===== src/rtl/imuldiv_int_div_requester_if.sv =====
// Handshake bundle between the pipeline, the requester and the divider.
// slave: the requester's view; master: the environment driving it.
interface imuldiv_int_div_requester_if #(
    parameter int TAG_W = 4
);
    logic             op_val;
    logic             op_rdy;
    logic             op_fn;
    logic             op_rem;
    logic [31:0]      op_a;
    logic [31:0]      op_b;
    logic [TAG_W-1:0] op_tag;

    logic             divreq_msg_fn;
    logic [31:0]      divreq_msg_a;
    logic [31:0]      divreq_msg_b;
    logic             divreq_val;
    logic             divreq_rdy;

    logic [63:0]      divresp_msg_result;
    logic             divresp_val;
    logic             divresp_rdy;

    logic             res_val;
    logic             res_rdy;
    logic [31:0]      res_data;
    logic [TAG_W-1:0] res_tag;
    logic [7:0]       res_cycles;

    modport slave (
        input  op_val, op_fn, op_rem, op_a, op_b, op_tag,
        output op_rdy,
        output divreq_msg_fn, divreq_msg_a, divreq_msg_b, divreq_val,
        input  divreq_rdy,
        input  divresp_msg_result, divresp_val,
        output divresp_rdy,
        output res_val, res_data, res_tag, res_cycles,
        input  res_rdy
    );

    modport master (
        output op_val, op_fn, op_rem, op_a, op_b, op_tag,
        input  op_rdy,
        input  divreq_msg_fn, divreq_msg_a, divreq_msg_b, divreq_val,
        output divreq_rdy,
        output divresp_msg_result, divresp_val,
        input  divresp_rdy,
        input  res_val, res_data, res_tag, res_cycles,
        output res_rdy
    );
endinterface


===== src/rtl/imuldiv_int_div_requester.sv =====
// Requester adapter: one tagged div/rem op in flight to the iterative
// divider; divide-by-zero answered locally without a divider request.
module imuldiv_int_div_requester #(
    parameter int TAG_W = 4
) (
    input logic clk,
    input logic reset,
    imuldiv_int_div_requester_if.slave io
);

    typedef enum logic [1:0] {
        IDLE = 2'd0,
        REQ  = 2'd1,
        WAIT = 2'd2,
        DONE = 2'd3
    } state_t;

    state_t           state_q, state_d;
    logic             fn_q, fn_d;
    logic             rem_q, rem_d;
    logic [31:0]      a_q, a_d;
    logic [31:0]      b_q, b_d;
    logic [TAG_W-1:0] tag_q, tag_d;
    logic [7:0]       cnt_q, cnt_d;
    logic [31:0]      res_data_q, res_data_d;
    logic [7:0]       res_cycles_q, res_cycles_d;

    logic             accept;
    logic             by_zero;
    logic [7:0]       cnt_inc;

    assign accept  = (state_q == IDLE) && io.op_val;
    assign by_zero = (io.op_b == 32'd0);
    assign cnt_inc = (cnt_q == 8'hFF) ? cnt_q : cnt_q + 8'd1;

    // State and datapath registers; reset drops any in-flight op.
    always_ff @(posedge clk or negedge reset) begin
        if (!reset) begin
            state_q      <= IDLE;
            fn_q         <= 1'b0;
            rem_q        <= 1'b0;
            a_q          <= '0;
            b_q          <= '0;
            tag_q        <= '0;
            cnt_q        <= '0;
            res_data_q   <= '0;
            res_cycles_q <= '0;
        end else begin
            state_q      <= state_d;
            fn_q         <= fn_d;
            rem_q        <= rem_d;
            a_q          <= a_d;
            b_q          <= b_d;
            tag_q        <= tag_d;
            cnt_q        <= cnt_d;
            res_data_q   <= res_data_d;
            res_cycles_q <= res_cycles_d;
        end
    end

    // Next-state: advance on each channel's handshake.
    always_comb begin
        state_d = state_q;
        unique case (state_q)
            IDLE: if (io.op_val) state_d = by_zero ? DONE : REQ;
            REQ:  if (io.divreq_rdy) state_d = WAIT;
            WAIT: if (io.divresp_val) state_d = DONE;
            DONE: if (io.res_rdy) state_d = IDLE;
            default: state_d = IDLE;
        endcase
    end

    // Datapath: capture op, count WAIT cycles, build the result.
    always_comb begin
        fn_d         = fn_q;
        rem_d        = rem_q;
        a_d          = a_q;
        b_d          = b_q;
        tag_d        = tag_q;
        cnt_d        = cnt_q;
        res_data_d   = res_data_q;
        res_cycles_d = res_cycles_q;
        if (accept) begin
            fn_d  = io.op_fn;
            rem_d = io.op_rem;
            a_d   = io.op_a;
            b_d   = io.op_b;
            tag_d = io.op_tag;
            cnt_d = '0;
            if (by_zero) begin
                res_data_d   = io.op_rem ? io.op_a : 32'hFFFF_FFFF;
                res_cycles_d = '0;
            end
        end else if (state_q == WAIT) begin
            cnt_d = cnt_inc;
            if (io.divresp_val) begin
                res_data_d   = rem_q ? io.divresp_msg_result[63:32]
                                     : io.divresp_msg_result[31:0];
                res_cycles_d = cnt_inc;
            end
        end
    end

    // Outputs decoded purely from registered state.
    always_comb begin
        io.op_rdy        = (state_q == IDLE);
        io.divreq_val    = (state_q == REQ);
        io.divresp_rdy   = (state_q == WAIT);
        io.res_val       = (state_q == DONE);
        io.divreq_msg_fn = fn_q;
        io.divreq_msg_a  = a_q;
        io.divreq_msg_b  = b_q;
        io.res_data      = res_data_q;
        io.res_tag       = tag_q;
        io.res_cycles    = res_cycles_q;
    end

endmodule


===== src/flat_wrapper.sv =====
// flat-port wrapper written by rule: the top's interface ports become plain ports
module imuldiv_int_div_requester_flat 
#(
    parameter int TAG_W = 4
)
  (clk, reset, io_op_val, io_op_fn, io_op_rem, io_op_a, io_op_b, io_op_tag, io_op_rdy, io_divreq_msg_fn, io_divreq_msg_a, io_divreq_msg_b, io_divreq_val, io_divreq_rdy, io_divresp_msg_result, io_divresp_val, io_divresp_rdy, io_res_val, io_res_data, io_res_tag, io_res_cycles, io_res_rdy);
  imuldiv_int_div_requester_if #(.TAG_W(TAG_W)) io_i ();
  input logic clk;
  input logic reset;
  input wire logic [$bits(io_i.op_val)-1:0] io_op_val;
  input wire logic [$bits(io_i.op_fn)-1:0] io_op_fn;
  input wire logic [$bits(io_i.op_rem)-1:0] io_op_rem;
  input wire logic [$bits(io_i.op_a)-1:0] io_op_a;
  input wire logic [$bits(io_i.op_b)-1:0] io_op_b;
  input wire logic [$bits(io_i.op_tag)-1:0] io_op_tag;
  output wire logic [$bits(io_i.op_rdy)-1:0] io_op_rdy;
  output wire logic [$bits(io_i.divreq_msg_fn)-1:0] io_divreq_msg_fn;
  output wire logic [$bits(io_i.divreq_msg_a)-1:0] io_divreq_msg_a;
  output wire logic [$bits(io_i.divreq_msg_b)-1:0] io_divreq_msg_b;
  output wire logic [$bits(io_i.divreq_val)-1:0] io_divreq_val;
  input wire logic [$bits(io_i.divreq_rdy)-1:0] io_divreq_rdy;
  input wire logic [$bits(io_i.divresp_msg_result)-1:0] io_divresp_msg_result;
  input wire logic [$bits(io_i.divresp_val)-1:0] io_divresp_val;
  output wire logic [$bits(io_i.divresp_rdy)-1:0] io_divresp_rdy;
  output wire logic [$bits(io_i.res_val)-1:0] io_res_val;
  output wire logic [$bits(io_i.res_data)-1:0] io_res_data;
  output wire logic [$bits(io_i.res_tag)-1:0] io_res_tag;
  output wire logic [$bits(io_i.res_cycles)-1:0] io_res_cycles;
  input wire logic [$bits(io_i.res_rdy)-1:0] io_res_rdy;
  assign io_i.op_val = io_op_val;
  assign io_i.op_fn = io_op_fn;
  assign io_i.op_rem = io_op_rem;
  assign io_i.op_a = io_op_a;
  assign io_i.op_b = io_op_b;
  assign io_i.op_tag = io_op_tag;
  assign io_op_rdy = io_i.op_rdy;
  assign io_divreq_msg_fn = io_i.divreq_msg_fn;
  assign io_divreq_msg_a = io_i.divreq_msg_a;
  assign io_divreq_msg_b = io_i.divreq_msg_b;
  assign io_divreq_val = io_i.divreq_val;
  assign io_i.divreq_rdy = io_divreq_rdy;
  assign io_i.divresp_msg_result = io_divresp_msg_result;
  assign io_i.divresp_val = io_divresp_val;
  assign io_divresp_rdy = io_i.divresp_rdy;
  assign io_res_val = io_i.res_val;
  assign io_res_data = io_i.res_data;
  assign io_res_tag = io_i.res_tag;
  assign io_res_cycles = io_i.res_cycles;
  assign io_i.res_rdy = io_res_rdy;
  imuldiv_int_div_requester #(.TAG_W(TAG_W)) u_core (.clk(clk), .reset(reset), .io(io_i));
endmodule

===== config.mk =====
export PLATFORM = sky130hd
export DESIGN_NAME = imuldiv_int_div_requester_flat
export DESIGN_NICKNAME = d
export VERILOG_FILES = /design/src/rtl/imuldiv_int_div_requester_if.sv /design/src/rtl/imuldiv_int_div_requester.sv /design/src/flat_wrapper.sv
export SDC_FILE = /design/constraint.sdc
export NUM_CORES = 1
export LEC_CHECK = 0
export CAP_MARGIN = 10
export CORE_MARGIN = 2
export CORE_UTILIZATION = 45
export DETAILED_ROUTE_END_ITERATION = 10
export PLACE_DENSITY = 0.86
export SYNTH_ARGS = -nofsm -noshare
export SYNTH_HDL_FRONTEND = slang
export SYNTH_SLANG_ARGS = --single-unit

===== constraint.sdc =====
create_clock -name clk -period 5.17 [get_ports clk]
set_input_delay 0.517 -clock clk [delete_from_list [all_inputs] [get_ports clk]]
set_output_delay 0.517 -clock clk [all_outputs]
set_load 0.02 [all_outputs]

==> flow_metrics.env <==
export IMPL_synthCells=597
export IMPL_crit_slowest_cell="nand3_2"
export IMPL_maxSlewViolCount=0
export IMPL_hold_path_class="in -> async"
export IMPL_post_cts_buffers=0
export IMPL_nets=981
export IMPL_final_cell_mix="clkdlybuf4s50_1 (251), nand2_1 (223), dfrtp_1 (119)"
export IMPL_max_stage_delay_ns=0.87
export IMPL_dieWidth_um=115.5
export IMPL_max_freq_mhz=332.8
export IMPL_drc=0
export IMPL_insertion_delay_ns=0.41
export IMPL_rsz0062_at_grt="false"
export IMPL_routabilityCongestion=0.8788
export IMPL_max_cap_violations=0
export IMPL_worst_ep_arrival_time_ns=3.29
export IMPL_rows=40
export IMPL_cts_buffers=17
export IMPL_syn_nets=743
export IMPL_grt_overflow_total=0
export IMPL_dr_pass1_iters=5
export IMPL_ys_seq_elements=120
export IMPL_grt_pass1_vias=5444
export IMPL_critPathCaptureType="register"
export IMPL_root_buffer="clkbuf_16"
export IMPL_r2r_end="u_core.io.res_data[24]"
export IMPL_yosys_area_top_type_share_pct=53.69
export IMPL_period_share_pct=58.11
export IMPL_setup_viol=0
export IMPL_powerDensity_nw_per_um2=588.7
export IMPL_ctsResizeCount=0
export IMPL_synth_area_leader_cell="dfrtp_1"
export IMPL_drt_wl_total_mm=17.59
export IMPL_netlist_area_sq_um=5593
export IMPL_tns_ns=0
export IMPL_cts_tree="built"
export IMPL_grt_pass1_wl_mm=27.20
export IMPL_io_pins=253
export IMPL_fp_dieH_um=115.5
export IMPL_layout_commonest_cell="clkdlybuf4s50_1"
export IMPL_io_buffer_count=252
export IMPL_drive_above_1_share_pct=8.255
export IMPL_finalClockSkew_ns=0.007857
export IMPL_hold_buffers=0
export IMPL_vdd_ir_drop_max_mv=0.3000
export IMPL_reg2reg_depth=6
export IMPL_multi_input_area_sq_um=2400
export IMPL_syn2layout_area_growth_pct=56.40
export IMPL_cts_buffer_depth=2
export IMPL_start_util_pct=46.37
export IMPL_slew_headroom_pct=31.83
export IMPL_grt_total_usage_pct=26.59
export IMPL_antenna_cells=0
export IMPL_synth_yosys_seq_area_share_pct=53.69
export IMPL_worst_path_max_fanout=49
export IMPL_ff2ff_setup_slack_ns=2.17
export IMPL_wire_per_inst_um=17.31
export IMPL_fill_cells=876
export IMPL_synthTopCellsByArea="dfrtp_1 (54%), nand2_1 (15%), mux2i_1 (6.8%), a221o_2 (5.6%), nand2b_1 (3.7%)"
export IMPL_start_kind="register"
export IMPL_antenna_found_initial=0
export IMPL_htreeDepth=4
export IMPL_yosys_warnings=0
export IMPL_post_drt_via_cell_ratio=5.249
export IMPL_clk_pin_slew_ns=0.05
export IMPL_synthesis_area_per_instance_sq_um=9.368
export IMPL_path_class="reg -> reg"
export IMPL_register_area_sq_um=3004
export IMPL_core_area_sq_um=12060
export IMPL_p_leak_nw=4.000
export IMPL_power_total_mw=5.150
export IMPL_period_needed_ns=3.005
export IMPL_required_ns=5.46
export IMPL_r2r_start="u_core.state_q[0]"
export IMPL_ant_nets=0
export IMPL_synth_distinct_cells=33
export IMPL_status="finished clean"
export IMPL_dr_first_iter_drc_count=342
export IMPL_final_util_pct=72.52
export IMPL_vias=5333
export IMPL_clock_sinks=120
export IMPL_die_area_sq_um=13340
export IMPL_grt_max_degree=83
export IMPL_dp_hpwl_mm=12.44
export IMPL_worstPathCellList="inv_1 -> ha_1 -> nand3_2 -> o31a_1 -> buf_4 -> a221o_2"
export IMPL_worst_pin_slew_ns=1.023
export IMPL_hold_viol=0
[cell type report]
class                   count  area share, %
flip-flops and latches    120          34.34
repair buffers            258          29.32
multi-input cells         431          27.44
clock buffers              22          5.307
well taps                 168          2.403
clock inverters            10         0.8869
inverters                   7         0.3004
[registers in the layout, indices dropped and copies added, names as in the netlist]
signal                   cells
u_core.io.divreq_msg_a      32
u_core.io.divreq_msg_fn      1
u_core.state_q               2
u_core.io.res_tag            4
u_core.io.divreq_msg_b      32
u_core.io.res_data          32
u_core.io.res_cycles         8
u_core.rem_q                 1
u_core.cnt_q                 8
[power by group]
group	internal (mW)	switching (mW)
Combinational	1.17	1.25
Clock	0.677	0.400
Sequential	1.35	0.299
[routing by layer]
metal / global-route usage, % / wire length, um
met1: 29.83 / 6602
met2: 46.63 / 9094
met3: 7.165 / 1361
met4: 13.33 / 513
met5: 0 / 13
[how the worst max path moves through the flow]
| stage | startpoint | cells past startpoint | slack (ns) | endpoint |
|---|---|---|---|---|
| CTS | u_core.state_q[0] | 6 | 2.17 | u_core.io.res_data[5] |
| finish | u_core.state_q[0] | 6 | 2.17 | u_core.io.res_data[24] |
| global placement | io_op_val | 6 | 2.26 | u_core.io.res_data[5] |
| global route | u_core.state_q[0] | 6 | 2.00 | u_core.io.res_data[12] |
| detailed placement | io_op_val | 6 | 2.18 | u_core.io.res_data[12] |
| floorplan | u_core.state_q[0] | 8 | 3.04 | u_core.io.res_data[27] |
[cell families (layout without fill, tap and decap cells)]
family / after synthesis / in the layout / synth area share, %
AND/OR/NAND/NOR: 328 / 328 / 24.68
flip-flops: 120 / 120 / 53.69
AO/OA/AOI/OAI: 55 / 55 / 9.217
buffers and inverters: 46 / 297 / 3.647
multiplexers: 38 / 38 / 6.801
adder cells (fa/ha/maj): 6 / 6 / 1.342
XOR/XNOR: 4 / 4 / 0.6263
[synthesized netlist by cell type, drive strengths merged]
library cell,number
nand2,224
dfrtp,120
nor2,45
mux2i,38
nand2b,33
a221o,32
clkbuf,24
buf,15
nor4,8
inv,7
ha,6
o22ai,5
and3,4
o32ai,4
xor2,4
a21oi,3
nand3,3
nand4,3
o211ai,3
o21ai,3
and4,2
nor3,2
nor3b,2
o31a,2
a211oi,1
a221oi,1
a31oi,1
and2,1
or3,1
[per-stage QoR]
step	instances	hold slack (ns)	area, sq um	setup slack (ns)
detailed placement	984	0.4620	8205	2.175
floorplan	597	0.2214	5593	3.038
CTS	1016	0.3204	8747	2.171
finish	1016	0.2849	8747	2.165
global placement	984	0.4564	8205	2.265
global route	1016	0.3645	8747	2.005
[critical path, delay by kind of cell, from the launching register on]
| kind | cells | cell delay, ns |
|---|---|---|
| AND/OR/NAND/NOR | 1 | 0.87 |
| flip-flops | 1 | 0.40 |
| buffers and inverters | 2 | 0.38 |
| AO/OA/AOI/OAI | 2 | 0.78 |
| adder cells (fa/ha/maj) | 1 | 0.45 |
Power figures use the tool's default switching activity.
